**config.mk**
```make
export PLATFORM = sky130hd
export DESIGN_NAME = id_ex_stage_flat
export DESIGN_NICKNAME = d
export VERILOG_FILES = /design/src/rtl/mips_pkg.sv /design/src/rtl/id_ex_stage_if.sv /design/src/rtl/forwarding_unit.sv /design/src/rtl/id_ex_stage.sv /design/src/flat_wrapper.sv
export SDC_FILE = /design/constraint.sdc
export NUM_CORES = 1
export LEC_CHECK = 0
export ABC_AREA = 1
export ABC_CLOCK_PERIOD_IN_PS = 2500
export CORE_MARGIN = 3
export CORE_UTILIZATION = 45
export CTS_BUF_LIST = sky130_fd_sc_hd__clkbuf_16
export DETAILED_ROUTE_END_ITERATION = 8
export PLACE_DENSITY = 0.83
export SLEW_MARGIN = 10
export SYNTH_ARGS = -nofsm -noshare
export SYNTH_HDL_FRONTEND = slang
export SYNTH_SLANG_ARGS = --single-unit
```
**constraint.sdc**
```tcl
create_clock -name clk -period 2.5 [get_ports clk]
set_input_delay 0.375 -clock clk [delete_from_list [all_inputs] [get_ports clk]]
set_output_delay 0.375 -clock clk [all_outputs]
set_load 0.03 [all_outputs]
```
**src/rtl/mips_pkg.sv**
```systemverilog
// Shared MIPS pipeline definitions: ALU opcodes, forwarding-select encoding
// and the hard-wired zero register index.
package mips_pkg;

    localparam logic [3:0] ALU_AND  = 4'b0000;
    localparam logic [3:0] ALU_OR   = 4'b0001;
    localparam logic [3:0] ALU_ADD  = 4'b0010;
    localparam logic [3:0] ALU_SUB  = 4'b0110;
    localparam logic [3:0] ALU_SLT  = 4'b0111;
    localparam logic [3:0] ALU_XOR  = 4'b1000;
    localparam logic [3:0] ALU_NOR  = 4'b1001;
    localparam logic [3:0] ALU_SLLV = 4'b1010;
    localparam logic [3:0] ALU_SRLV = 4'b1011;

    typedef enum logic [1:0] {
        FWD_REG = 2'b00,
        FWD_WB  = 2'b01,
        FWD_MEM = 2'b10
    } fwd_sel_e;

    localparam int unsigned REG_ZERO = 0;

endpackage

```
**src/rtl/id_ex_stage_if.sv**
```systemverilog
// Bundle between decode/forwarding sources (master side) and the ID/EX stage
// (slave side). Inputs are sampled on the rising clock; load_use_stall is
// combinational back to decode, everything else out of the stage is registered
// or a pure function of registered state and the forwarding ports.
interface id_ex_stage_if #(
    parameter int DATA_W = 32,
    parameter int REG_AW = 5
);
    logic              id_valid;
    logic [DATA_W-1:0] id_rs_data;
    logic [DATA_W-1:0] id_rt_data;
    logic [DATA_W-1:0] id_imm;
    logic [REG_AW-1:0] id_rs;
    logic [REG_AW-1:0] id_rt;
    logic [REG_AW-1:0] id_rd;
    logic [3:0]        id_alu_control;
    logic              id_alu_src;
    logic              id_reg_write;
    logic              id_mem_read;
    logic              id_mem_write;
    logic              id_mem_to_reg;
    logic              stall;
    logic              flush;
    logic              exmem_reg_write;
    logic [REG_AW-1:0] exmem_rd;
    logic [DATA_W-1:0] exmem_result;
    logic              memwb_reg_write;
    logic [REG_AW-1:0] memwb_rd;
    logic [DATA_W-1:0] memwb_result;

    logic [DATA_W-1:0] alu_a;
    logic [DATA_W-1:0] alu_b;
    logic [3:0]        alu_control;
    logic              ex_valid;
    logic              ex_reg_write;
    logic              ex_mem_read;
    logic              ex_mem_write;
    logic              ex_mem_to_reg;
    logic [REG_AW-1:0] ex_rd;
    logic [DATA_W-1:0] ex_store_data;
    logic              load_use_stall;

    modport master (
        output id_valid, id_rs_data, id_rt_data, id_imm, id_rs, id_rt, id_rd,
               id_alu_control, id_alu_src, id_reg_write, id_mem_read,
               id_mem_write, id_mem_to_reg, stall, flush,
               exmem_reg_write, exmem_rd, exmem_result,
               memwb_reg_write, memwb_rd, memwb_result,
        input  alu_a, alu_b, alu_control, ex_valid, ex_reg_write, ex_mem_read,
               ex_mem_write, ex_mem_to_reg, ex_rd, ex_store_data, load_use_stall
    );

    modport slave (
        input  id_valid, id_rs_data, id_rt_data, id_imm, id_rs, id_rt, id_rd,
               id_alu_control, id_alu_src, id_reg_write, id_mem_read,
               id_mem_write, id_mem_to_reg, stall, flush,
               exmem_reg_write, exmem_rd, exmem_result,
               memwb_reg_write, memwb_rd, memwb_result,
        output alu_a, alu_b, alu_control, ex_valid, ex_reg_write, ex_mem_read,
               ex_mem_write, ex_mem_to_reg, ex_rd, ex_store_data, load_use_stall
    );

endinterface

```
**src/rtl/forwarding_unit.sv**
```systemverilog
// Combinational forward-select for the EX operands: the younger EX/MEM result
// beats MEM/WB, and register $0 is never forwarded.
module forwarding_unit
    import mips_pkg::*;
#(
    parameter int REG_AW = 5
) (
    input  logic [REG_AW-1:0] ex_rs,
    input  logic [REG_AW-1:0] ex_rt,
    input  logic              exmem_reg_write,
    input  logic [REG_AW-1:0] exmem_rd,
    input  logic              memwb_reg_write,
    input  logic [REG_AW-1:0] memwb_rd,
    output fwd_sel_e          fwd_a_sel,
    output fwd_sel_e          fwd_b_sel
);

    localparam logic [REG_AW-1:0] ZERO_ADDR = REG_AW'(REG_ZERO);

    logic w_mem_hit_rs;
    logic w_mem_hit_rt;
    logic w_wb_hit_rs;
    logic w_wb_hit_rt;

    always_comb begin
        w_mem_hit_rs = exmem_reg_write && (exmem_rd != ZERO_ADDR) && (exmem_rd == ex_rs);
        w_mem_hit_rt = exmem_reg_write && (exmem_rd != ZERO_ADDR) && (exmem_rd == ex_rt);
        w_wb_hit_rs  = memwb_reg_write && (memwb_rd != ZERO_ADDR) && (memwb_rd == ex_rs);
        w_wb_hit_rt  = memwb_reg_write && (memwb_rd != ZERO_ADDR) && (memwb_rd == ex_rt);
    end

    always_comb begin
        fwd_a_sel = FWD_REG;
        if (w_mem_hit_rs) begin
            fwd_a_sel = FWD_MEM;
        end else if (w_wb_hit_rs) begin
            fwd_a_sel = FWD_WB;
        end
    end

    always_comb begin
        fwd_b_sel = FWD_REG;
        if (w_mem_hit_rt) begin
            fwd_b_sel = FWD_MEM;
        end else if (w_wb_hit_rt) begin
            fwd_b_sel = FWD_WB;
        end
    end

endmodule

```
**src/rtl/id_ex_stage.sv**
```systemverilog
// ID/EX pipeline register with stall/flush/bubble control, operand forwarding
// into the ALU and load-use hazard detection.
module id_ex_stage
    import mips_pkg::*;
#(
    parameter int DATA_W = 32,
    parameter int REG_AW = 5
) (
    input logic         clk,
    input logic         rst,
    id_ex_stage_if.slave bus
);

    localparam logic [REG_AW-1:0] ZERO_ADDR = REG_AW'(REG_ZERO);

    logic              r_valid;
    logic              r_reg_write;
    logic              r_mem_read;
    logic              r_mem_write;
    logic              r_mem_to_reg;
    logic              r_alu_src;
    logic [3:0]        r_alu_control;
    logic [REG_AW-1:0] r_rs;
    logic [REG_AW-1:0] r_rt;
    logic [REG_AW-1:0] r_rd;
    logic [DATA_W-1:0] r_rs_data;
    logic [DATA_W-1:0] r_rt_data;
    logic [DATA_W-1:0] r_imm;

    logic              w_load_use;
    logic              w_take_bubble;
    logic              w_take_id;
    fwd_sel_e          w_fwd_a_sel;
    fwd_sel_e          w_fwd_b_sel;
    logic [DATA_W-1:0] w_fwd_rs;
    logic [DATA_W-1:0] w_fwd_rt;

    // Store data (rt) matters even when operand B is the immediate.
    always_comb begin
        w_load_use = r_valid && r_mem_read && (r_rd != ZERO_ADDR) &&
                     ((r_rd == bus.id_rs) ||
                      ((r_rd == bus.id_rt) && !bus.id_alu_src) ||
                      ((r_rd == bus.id_rt) && bus.id_mem_write)) &&
                     !bus.flush;
    end

    always_comb begin
        w_take_bubble = bus.flush ||
                        (!bus.stall && (w_load_use || !bus.id_valid));
        w_take_id     = !bus.stall && !w_take_bubble;
    end

    // A bubble is a cleared slot with ADD opcode, identical to the reset state.
    always_ff @(posedge clk) begin
        if (rst || w_take_bubble) begin
            r_valid       <= 1'b0;
            r_reg_write   <= 1'b0;
            r_mem_read    <= 1'b0;
            r_mem_write   <= 1'b0;
            r_mem_to_reg  <= 1'b0;
            r_alu_src     <= 1'b0;
            r_alu_control <= ALU_ADD;
            r_rs          <= '0;
            r_rt          <= '0;
            r_rd          <= '0;
            r_rs_data     <= '0;
            r_rt_data     <= '0;
            r_imm         <= '0;
        end else if (w_take_id) begin
            r_valid       <= 1'b1;
            r_reg_write   <= bus.id_reg_write;
            r_mem_read    <= bus.id_mem_read;
            r_mem_write   <= bus.id_mem_write;
            r_mem_to_reg  <= bus.id_mem_to_reg;
            r_alu_src     <= bus.id_alu_src;
            r_alu_control <= bus.id_alu_control;
            r_rs          <= bus.id_rs;
            r_rt          <= bus.id_rt;
            r_rd          <= bus.id_rd;
            r_rs_data     <= bus.id_rs_data;
            r_rt_data     <= bus.id_rt_data;
            r_imm         <= bus.id_imm;
        end
    end

    forwarding_unit #(
        .REG_AW(REG_AW)
    ) u_forwarding_unit (
        .ex_rs          (r_rs),
        .ex_rt          (r_rt),
        .exmem_reg_write(bus.exmem_reg_write),
        .exmem_rd       (bus.exmem_rd),
        .memwb_reg_write(bus.memwb_reg_write),
        .memwb_rd       (bus.memwb_rd),
        .fwd_a_sel      (w_fwd_a_sel),
        .fwd_b_sel      (w_fwd_b_sel)
    );

    always_comb begin
        case (w_fwd_a_sel)
            FWD_MEM: w_fwd_rs = bus.exmem_result;
            FWD_WB:  w_fwd_rs = bus.memwb_result;
            default: w_fwd_rs = r_rs_data;
        endcase
    end

    always_comb begin
        case (w_fwd_b_sel)
            FWD_MEM: w_fwd_rt = bus.exmem_result;
            FWD_WB:  w_fwd_rt = bus.memwb_result;
            default: w_fwd_rt = r_rt_data;
        endcase
    end

    assign bus.alu_a          = w_fwd_rs;
    assign bus.alu_b          = r_alu_src ? r_imm : w_fwd_rt;
    assign bus.ex_store_data  = w_fwd_rt;
    assign bus.alu_control    = r_alu_control;
    assign bus.ex_valid       = r_valid;
    assign bus.ex_reg_write   = r_reg_write;
    assign bus.ex_mem_read    = r_mem_read;
    assign bus.ex_mem_write   = r_mem_write;
    assign bus.ex_mem_to_reg  = r_mem_to_reg;
    assign bus.ex_rd          = r_rd;
    assign bus.load_use_stall = w_load_use;

endmodule

```
**src/flat_wrapper.sv**
```systemverilog
// flat-port wrapper written by rule: the top's interface ports become plain ports
module id_ex_stage_flat import mips_pkg::*;
#(
    parameter int DATA_W = 32,
    parameter int REG_AW = 5
)
  (clk, rst, bus_id_valid, bus_id_rs_data, bus_id_rt_data, bus_id_imm, bus_id_rs, bus_id_rt, bus_id_rd, bus_id_alu_control, bus_id_alu_src, bus_id_reg_write, bus_id_mem_read, bus_id_mem_write, bus_id_mem_to_reg, bus_stall, bus_flush, bus_exmem_reg_write, bus_exmem_rd, bus_exmem_result, bus_memwb_reg_write, bus_memwb_rd, bus_memwb_result, bus_alu_a, bus_alu_b, bus_alu_control, bus_ex_valid, bus_ex_reg_write, bus_ex_mem_read, bus_ex_mem_write, bus_ex_mem_to_reg, bus_ex_rd, bus_ex_store_data, bus_load_use_stall);
  id_ex_stage_if #(.DATA_W(DATA_W), .REG_AW(REG_AW)) bus_i ();
  input logic clk;
  input logic rst;
  input wire logic [$bits(bus_i.id_valid)-1:0] bus_id_valid;
  input wire logic [$bits(bus_i.id_rs_data)-1:0] bus_id_rs_data;
  input wire logic [$bits(bus_i.id_rt_data)-1:0] bus_id_rt_data;
  input wire logic [$bits(bus_i.id_imm)-1:0] bus_id_imm;
  input wire logic [$bits(bus_i.id_rs)-1:0] bus_id_rs;
  input wire logic [$bits(bus_i.id_rt)-1:0] bus_id_rt;
  input wire logic [$bits(bus_i.id_rd)-1:0] bus_id_rd;
  input wire logic [$bits(bus_i.id_alu_control)-1:0] bus_id_alu_control;
  input wire logic [$bits(bus_i.id_alu_src)-1:0] bus_id_alu_src;
  input wire logic [$bits(bus_i.id_reg_write)-1:0] bus_id_reg_write;
  input wire logic [$bits(bus_i.id_mem_read)-1:0] bus_id_mem_read;
  input wire logic [$bits(bus_i.id_mem_write)-1:0] bus_id_mem_write;
  input wire logic [$bits(bus_i.id_mem_to_reg)-1:0] bus_id_mem_to_reg;
  input wire logic [$bits(bus_i.stall)-1:0] bus_stall;
  input wire logic [$bits(bus_i.flush)-1:0] bus_flush;
  input wire logic [$bits(bus_i.exmem_reg_write)-1:0] bus_exmem_reg_write;
  input wire logic [$bits(bus_i.exmem_rd)-1:0] bus_exmem_rd;
  input wire logic [$bits(bus_i.exmem_result)-1:0] bus_exmem_result;
  input wire logic [$bits(bus_i.memwb_reg_write)-1:0] bus_memwb_reg_write;
  input wire logic [$bits(bus_i.memwb_rd)-1:0] bus_memwb_rd;
  input wire logic [$bits(bus_i.memwb_result)-1:0] bus_memwb_result;
  output wire logic [$bits(bus_i.alu_a)-1:0] bus_alu_a;
  output wire logic [$bits(bus_i.alu_b)-1:0] bus_alu_b;
  output wire logic [$bits(bus_i.alu_control)-1:0] bus_alu_control;
  output wire logic [$bits(bus_i.ex_valid)-1:0] bus_ex_valid;
  output wire logic [$bits(bus_i.ex_reg_write)-1:0] bus_ex_reg_write;
  output wire logic [$bits(bus_i.ex_mem_read)-1:0] bus_ex_mem_read;
  output wire logic [$bits(bus_i.ex_mem_write)-1:0] bus_ex_mem_write;
  output wire logic [$bits(bus_i.ex_mem_to_reg)-1:0] bus_ex_mem_to_reg;
  output wire logic [$bits(bus_i.ex_rd)-1:0] bus_ex_rd;
  output wire logic [$bits(bus_i.ex_store_data)-1:0] bus_ex_store_data;
  output wire logic [$bits(bus_i.load_use_stall)-1:0] bus_load_use_stall;
  assign bus_i.id_valid = bus_id_valid;
  assign bus_i.id_rs_data = bus_id_rs_data;
  assign bus_i.id_rt_data = bus_id_rt_data;
  assign bus_i.id_imm = bus_id_imm;
  assign bus_i.id_rs = bus_id_rs;
  assign bus_i.id_rt = bus_id_rt;
  assign bus_i.id_rd = bus_id_rd;
  assign bus_i.id_alu_control = bus_id_alu_control;
  assign bus_i.id_alu_src = bus_id_alu_src;
  assign bus_i.id_reg_write = bus_id_reg_write;
  assign bus_i.id_mem_read = bus_id_mem_read;
  assign bus_i.id_mem_write = bus_id_mem_write;
  assign bus_i.id_mem_to_reg = bus_id_mem_to_reg;
  assign bus_i.stall = bus_stall;
  assign bus_i.flush = bus_flush;
  assign bus_i.exmem_reg_write = bus_exmem_reg_write;
  assign bus_i.exmem_rd = bus_exmem_rd;
  assign bus_i.exmem_result = bus_exmem_result;
  assign bus_i.memwb_reg_write = bus_memwb_reg_write;
  assign bus_i.memwb_rd = bus_memwb_rd;
  assign bus_i.memwb_result = bus_memwb_result;
  assign bus_alu_a = bus_i.alu_a;
  assign bus_alu_b = bus_i.alu_b;
  assign bus_alu_control = bus_i.alu_control;
  assign bus_ex_valid = bus_i.ex_valid;
  assign bus_ex_reg_write = bus_i.ex_reg_write;
  assign bus_ex_mem_read = bus_i.ex_mem_read;
  assign bus_ex_mem_write = bus_i.ex_mem_write;
  assign bus_ex_mem_to_reg = bus_i.ex_mem_to_reg;
  assign bus_ex_rd = bus_i.ex_rd;
  assign bus_ex_store_data = bus_i.ex_store_data;
  assign bus_load_use_stall = bus_i.load_use_stall;
  id_ex_stage #(.DATA_W(DATA_W), .REG_AW(REG_AW)) u_core (.clk(clk), .rst(rst), .bus(bus_i));
endmodule
```
==> results of run 1 <==
[cell usage in the layout (no fill, tap or decap), types with 2 or more instances in the layout]
master,n
nor2_1,251
nand2_1,204
clkdlybuf4s50_1,203
nand4_1,122
dfxtp_1,113
buf_4,83
or2_2,79
buf_6,57
nand2_2,54
inv_1,50
nand3_1,47
nand3_2,39
o211ai_1,32
buf_12,31
clkbuf_16,26
nand2_4,21
nand3_4,18
dlygate4sd2_1,9
xnor2_2,8
xor2_1,7
inv_2,7
clkinv_2,6
dfxtp_2,4
dfxtp_4,4
xnor2_1,3
inv_4,3
clkinv_1,3
a21oi_1,2
nor3_2,2
bufinv_16,2
buf_16,2
buf_8,2
[cells by family (layout without fill, tap and decap cells)]
group	count (synthesis)	after routing
flops	121	121
other cells	0	1
simple gates	842	842
xor+xnor	18	18
compound gates	36	36
buf+inv	158	489
[area by class of cell]
class                   count  share of cell area
multi-input cells         896               0.392
repair buffers            398               0.336
flip-flops and latches    121               0.190
clock buffers              17              0.0330
well taps                 216              0.0210
inverters                  60              0.0196
clock inverters            14             0.00904
diodes                      1            0.000194
[worst min-delay path: stages, from the launching register on]
cell,delay (ps)
dfxtp_1,330
nand2_1,50
nand3_1,70
[path summary, 6_finish.rpt]
check,from,end,slack (ps),depth (start not counted)
worst max-delay path,bus_exmem_rd[1],bus_alu_a[21],-70,11
worst min register to register,u_core.bus.alu_control[1],u_core.bus.alu_control[1],480,2
worst max register to register,u_core.bus.ex_rd[4],u_core.r_rs_data[7],540,10
worst min-delay path,u_core.bus.alu_control[1],u_core.bus.alu_control[1],480,2
[routing by layer]
metal,up-vias,GRT usage
li1,4469,-
met1,4558,0.408
met2,822,0.554
met3,208,0.0792
met4,0,0.160
met5,-,0
[power groups by stage]
stage	Sequential [mW]	Clock, mW	Combinational (mW)
final	2.06	2.34	1.66
after global routing	2.07	2.43	1.74
after CTS	2.05	2.34	1.52
after detailed placement	2.09	0	1.47
after global placement	2.09	0	1.46
after floorplan	2.10	0	0.711
[what timing repair did]
action,CTS,global route
pin swaps,21,52
endpoints found under the setup margin,95,89
gates cloned,3,11
resized for setup,92,165
buffers inserted,8,7
[through the flow]
step                      cell area [um2]  power [mW]  hold slack (ps)  cells
final                               12900        6.06              482   1723
after global routing                12900        6.24              497   1723
after CTS                           12000        5.91              471   1707
after detailed placement            11100        3.56              467   1669
after global placement              11100        3.55              458   1669
after floorplan                      7640        2.81              453   1175
==> impl_metrics.ini, run 1 <==
[status]
status = finished with violations
violations = negative setup slack

[clocking]
htreeDepth = 4
cts-root-buf = clkbuf_16
path_clk_slew_ps = 60
cts_buffers = 17
hold_buffers = 0
clk_latency_ps = 430
clock-sinks = 121
cts_tree = done
clock_path_buffers = 2

[synth]
yosysMostFrequentCell = nand2_1
ys_types = 23
yosysTopAreaCell = dfxtp_1
synth_top_family_by_area = simple AND/OR/NAND/NOR gates
synth_xor_area_frac = 0.0206
async_reset_ff_frac = 0
synth_edf_count = 0
yosys_most_used_dff = dfxtp_1
yosysWarnings = 0
syn-instance-count = 1175
avgSynthCellArea_um2 = 6.50
synth-adder-area-share = 0
synth.top_cells.by_count = nand2_1, nor2_1, nand4_1
ys_seq_elements = 121
synthSimpleGateAreaFrac = 0.516
ys_seq_area_frac = 0.317
syn_area_mm2 = 0.00764
synth_area_leaders = dfxtp_1, nand2_1, nor2_1
synth_top_area_frac = 0.317
synth_compound_area_frac = 0.0349
muxShareOfSynthArea = 0
syn_nets = 1376

[route]
drt_iter0_markers = 1490
vias = 10057
antenna_left = 0
drc = 0
drt-total-wl_um = 36300
top_layer = met4
dr.pass1.iters = 8
viasPerCell = 5.84
drt-met1-wl_um = 12400
routed-wl-met3_um = 4720
wl_per_cell_um = 21.1
met2_length_um = 16600

[pwr]
switching_power_mw = 1.84
seq_power_share = 0.340
p_comb_frac = 0.274
p_int_mw = 4.22
power_density_mw_per_mm2 = 471
p_leak_nw = 5.89
swShare = 0.303
peakVddDrop_mv = 0.484
pwr-share-clk = 0.387

[sta]
slew_violations = 0
hold_viol_final = 0
finalCritPeriodShare = 1.03
worst_pin_slew_ps = 594
max_slew_margin = 0.604
rsz0062_at_grt = yes
period_needed_ps = 2570
finalSetupViolations = 21
finalSetupTns_ps = -425
max_freq_ghz = 0.388
fin_skew_ps = 10.0
layout_setup_ws_ps = -74.6

[global_routing]
grt_max_degree = 122
grt_pass1_vias = 9233
grt_overflow = 0
groute.usage.overall = 0.334
grt_pass1_wl_um = 48700
grt_antenna_before_repair = 1

[placement]
portBuffers = 311
hpwl_um = 21500
place.gp.congestion = 0.978
post-place-ws_ps = -238

[die]
die_x_um = 136
core_mm2 = 0.0162
die-area_mm2 = 0.0186
rows = 46
num_io_pins = 312
die_y_um = 136
start_util = 0.471

[finish]
final-seq-area_mm2 = 0.00244
syn2layout_area_growth_pct = 68.6
multi_input_area_mm2 = 0.00505
nFillCells = 1070
fin_nets = 1695
fin_util = 0.793
reg.largest.list = u_core.r_imm: 32 flops, u_core.r_rs_data: 32 flops, u_core.r_rt_data: 32 flops
layout-drive-gt1-share = 0.304

[setup_path]
path_max_fanout = 10
worstPathRequired_ps = 2120
path_buf_inv = 4
slowest_stage = o211ai_1
cp_data_arrival_time_ps = 2200
crit_chain = dlygate4sd2_1 -> nor2_1 -> nand3_1 -> nand2_2 -> nor3_2 -> nand2_2 -> buf_4 -> nand2_8 -> buf_12 -> o211ai_1 -> buf_4
cpPeakStageDelay_ps = 390
crit_family = buffers and inverters
path_class = input port to output port
startpoint_type = input port
endpoint_kind = output port

[flow_run]
maxCapViolations = 0

[min_path]
hp-class = register to register
(Power assumes the default switching activity.)
==> run 2, diff against run 1 <==
Settings changed: CORE_MARGIN 3 to 2.
==> impl_metrics.ini, run 2 (synthesis gave the netlist of run 1 again) <==
[route]
wl_per_cell_um = 18.9
drc = 0
viasPerCell = 5.60
drt-total-wl_um = 32400
antenna_left = 0
drt_iter0_markers = 787
dr.pass1.iters = 5
vias = 9606

[setup_path]
path_max_fanout = 20
worstReg2RegEnd = u_core.r_rt[0]
rr_worst_depth = 10
timing.rr.start = u_core.bus.ex_rd[4]
crit_chain = xnor2_2 -> nand2_2 -> nor3_4 -> nand2_4 -> clkbuf_16 -> nand3_1 -> nand3_2 -> buf_4 -> buf_4
cp_data_arrival_time_ps = 2180
path_class = register to output port
crit_family = simple AND/OR/NAND/NOR gates
path_buf_inv = 3
endpoint_kind = output port
rrSetupSlack_ps = 610
cpPeakStageDelay_ps = 370
slowest_stage = dfxtp_4
startpoint_type = register
crit_top_cell = buf_4
worstPathRequired_ps = 2120

[sta]
layout_setup_ws_ps = -56.9
period_needed_ps = 2560
worst_pin_slew_ps = 822
finalSetupTns_ps = -697
hold_slack_ps = 479
finalSetupViolations = 41
rsz0062_at_grt = yes
finalCritPeriodShare = 1.02
hold_viol_final = 0
slew_violations = 0
fin_skew_ps = 7.50
max_slew_margin = 0.452
max_freq_ghz = 0.391

[finish]
reg.largest.list = u_core.r_imm: 32 flops, u_core.r_rs_data: 32 flops, u_core.r_rt_data: 32 flops
nFillCells = 1290
syn2layout_area_growth_pct = 61.0
multi_input_area_mm2 = 0.00475
final-seq-area_mm2 = 0.00244
fin_util = 0.741
layout-drive-gt1-share = 0.279
final_common_cell = nor2_1
fin_nets = 1682
layout.cells.most_common_list = nor2_1, nand2_1, clkdlybuf4s50_1
stdcell_area_mm2 = 0.0123

[pwr]
power_density_mw_per_mm2 = 475
peakVddDrop_mv = 0.439
fin_total_pwr_mw = 5.84
p_leak_nw = 5.63

[clocking]
hold_buffers = 0
clock_path_buffers = 2
cts-root-buf = clkbuf_16
cts_buffers = 17
clock-sinks = 121
path_clk_slew_ps = 60
clk_latency_ps = 420
cts_tree = done
htreeDepth = 4

[die]
rows = 47
die_x_um = 134
num_io_pins = 312
start_util = 0.461
core_mm2 = 0.0166
die_y_um = 134
die-area_mm2 = 0.0180

[global_routing]
grt_antenna_before_repair = 3
grt_pass1_vias = 8955
groute.usage.overall = 0.326
grt_overflow = 0
grt_pass1_wl_um = 46700
grt_max_degree = 79

[placement]
place.gp.congestion = 0.877
hpwl_um = 20400
post_dp_cell_area_mm2 = 0.0109
portBuffers = 311

[min_path]
hold_depth = 2
hp-class = register to register
hold_path_startpoint = u_core.bus.alu_control[1]
min_to = u_core.bus.alu_control[1]

[flow_run]
maxCapViolations = 0

[status]
violations = negative setup slack
status = finished with violations
## run 2: cell type report
cell class                 instances  area share
multi-input combinational        896       0.386
timing repair buffer             385       0.330
sequential                       121       0.199
clock buffer                      17      0.0346
tap                              220      0.0224
inverter                          60      0.0202
clock inverter                    14     0.00774
antenna                            3    0.000611
## run 2: tightest hold or removal path, stage by stage, from the launching register on
cell	delay [ps]
dfxtp_1	330
nand2_1	50
nand3_1	70
## run 2: worst max-delay path by stage
stage | from | endpoint | slack [ps] | cells past startpoint
6_report | u_core.r_rt[1] | bus_ex_store_data[16] | -60 | 9
3_3_place_gp | bus_exmem_rd[2] | bus_alu_a[25] | -200 | 13
4_1_cts | u_core.r_rs[1] | bus_alu_a[22] | -30 | 10
5_1_grt | u_core.r_rt[1] | bus_alu_b[10] | -140 | 10
3_5_place_dp | bus_exmem_rd[2] | bus_alu_a[25] | -230 | 13
2_1_floorplan | bus_exmem_rd[4] | bus_alu_b[0] | 410 | 11
## run 2: layer usage
| layer | track usage | wire, um |
|---|---|---|
| met5 | 0 | 0 |
| met4 | 0.160 | 1390 |
| met2 | 0.535 | 15400 |
| met1 | 0.410 | 12600 |
| met3 | 0.0616 | 2960 |
## run 2: through the flow
step	instances	setup WS [ps]
after floorplan	1175	408
after global placement	1665	-199
after detailed placement	1665	-226
after CTS	1703	-26.3
after global routing	1716	-139
final	1716	-56.9
## run 2: what timing repair did
item	CTS	global route
setup buffers	8	3
cloned	0	8
pin swaps	14	45
setup endpoints to repair	92	88
resized for setup	42	134
## run 2: report_power, final
part           total (mW)  internal, mW  switching, mW  leakage [nW]
Clock                2.24          1.33          0.907         0.273
Sequential           2.06          2.01         0.0462         0.994
Combinational        1.55         0.740          0.809          4.37
Total                5.84          4.08           1.76          5.63
==> run 3, diff against run 2 <==
Settings changed: ABC_CLOCK_PERIOD_IN_PS 2500 to 2600, CORE_UTILIZATION 45 to 44, PLACE_DENSITY 0.83 to 0.82.
Clock period 2.5 ns to 2.6 ns, I/O delays scaled along.
==> impl_metrics.ini, run 3 (synthesis gave the netlist of run 1 again) <==
[status]
status = complete, no violations

[sta]
worst_pin_slew_ps = 611
layout_setup_ws_ps = 63.1
finalSetupTns_ps = 0
fin_skew_ps = 12.3
max_freq_ghz = 0.394
max_slew_margin = 0.593
finalSetupViolations = 0
rsz0062_at_grt = yes
period_needed_ps = 2540
hold_viol_final = 0
hold_slack_ps = 425
slew_violations = 0
finalCritPeriodShare = 0.976

[global_routing]
grt_pass1_wl_um = 44900
grt-busiest-layer = met2
grt_antenna_before_repair = 4
grt_max_degree = 123
gr-usage-met2 = 0.509
grt_overflow = 0
groute.usage.overall = 0.311
use_met3 = 0.0771
grt.met1_usage = 0.367
grt_pass1_vias = 8622

[pwr]
swShare = 0.287
pwr-share-clk = 0.394
power_density_mw_per_mm2 = 480
fin_total_pwr_mw = 5.56
p_leak_nw = 5.33
seq_power_share = 0.356
p_int_mw = 3.97
peakVddDrop_mv = 0.413
switching_power_mw = 1.60
p_comb_frac = 0.251

[die]
die_x_um = 136
rows = 48
die-area_mm2 = 0.0184
core_mm2 = 0.0171
start_util = 0.446
die_y_um = 136
num_io_pins = 312

[route]
drt_iter0_markers = 742
dr.pass1.iters = 8
antenna_left = 0
drc = 0
vias = 9262
drt-total-wl_um = 29800
viasPerCell = 5.43
wl_per_cell_um = 17.5

[min_path]
hp-class = input port to register
hold_path_startpoint = bus_stall
min_to = u_core.bus.ex_valid
hold_depth = 4

[setup_path]
slowest_stage = o211ai_1
timing.rr.start = u_core.bus.ex_rd[4]
cpPeakStageDelay_ps = 350
crit_family = buffers and inverters
cp_data_arrival_time_ps = 2150
worstPathRequired_ps = 2210
path_max_fanout = 11
path_class = input port to output port
rr_worst_depth = 9
worstReg2RegEnd = u_core.r_rt_data[6]
startpoint_type = input port
path_buf_inv = 4
endpoint_kind = output port
crit_chain = dlygate4sd2_1 -> nor2_1 -> nand3_1 -> nand2_1 -> nor3_2 -> nand3_2 -> buf_4 -> nand2_2 -> buf_12 -> o211ai_1 -> clkbuf_16
rrSetupSlack_ps = 660

[finish]
syn2layout_area_growth_pct = 51.9
multi_input_area_mm2 = 0.00447
stdcell_area_mm2 = 0.0116
layout.cells.most_common_list = nand2_1, nor2_1, clkdlybuf4s50_1
fin_util = 0.678
final-seq-area_mm2 = 0.00243
nFillCells = 1513
layout-drive-gt1-share = 0.223
fin_cells = 1705
reg.largest.list = u_core.r_imm: 32 flops, u_core.r_rs_data: 32 flops, u_core.r_rt_data: 32 flops
final_common_cell = nand2_1
fin_nets = 1668

[placement]
hpwl_um = 20300
place.gp.congestion = 0.923
portBuffers = 311
dp.cells = 1666
post_dp_cell_area_mm2 = 0.0109
post-place-ws_ps = -147

[clocking]
cts_tree = done
cts-root-buf = clkbuf_16
htreeDepth = 4
clock-sinks = 121
cts_buffers = 17
clock_path_buffers = 2
clk_latency_ps = 410
path_clk_slew_ps = 60

[flow_run]
maxCapViolations = 0
## run 3: cell type report
class | count | area share
multi-input cells | 896 | 0.386
repair buffers | 371 | 0.313
flip-flops and latches | 121 | 0.210
clock buffers | 17 | 0.0367
well taps | 225 | 0.0243
inverters | 60 | 0.0203
clock inverters | 12 | 0.00971
diodes | 3 | 0.000647
## run 3: power by group through the flow
stage / logic [mW] / registers, mW / clock network, mW
floorplan: 0.683 / 2.02 / 0
global placement: 1.35 / 2.01 / 0
detailed placement: 1.36 / 2.01 / 0
CTS: 1.38 / 1.98 / 2.22
global route: 1.48 / 1.98 / 2.30
finish: 1.39 / 1.98 / 2.19
## run 3: worst max path at each step
stage | startpoint | to | slack (ps) | cells past startpoint
after floorplan | bus_exmem_rd[4] | bus_alu_b[0] | 480 | 11
after global placement | bus_memwb_rd[0] | bus_alu_a[28] | -110 | 11
after detailed placement | bus_memwb_rd[0] | bus_alu_a[13] | -150 | 11
after CTS | u_core.r_rs[1] | bus_alu_a[4] | 6 | 12
after global routing | bus_memwb_rd[2] | bus_alu_a[28] | -60 | 11
final | bus_memwb_rd[2] | bus_alu_a[28] | 60 | 11
## run 3: worst min-delay path, delay by kind of cell
kind | cells | cell delay, ps
buffers and inverters | 2 | 220
and+or+nand+nor | 2 | 170
## run 3: repair_timing
action / 4_1_cts / 5_1_grt
setup buffers: 3 / 3
resized for setup: 21 / 20
hold buffers: 0 / 0
pin swaps: 7 / 8
setup endpoints to repair: 41 / 38
gates cloned: 1 / 1
## run 3: routing by layer
metal  up-vias  wire length (um)  part of all wire
li1       4412                 -                 -
met3       114              3000              0.10
met5         -                 0                 0
met1      4181             11200              0.37
met4         0              1620             0.054
met2       555             14000              0.47
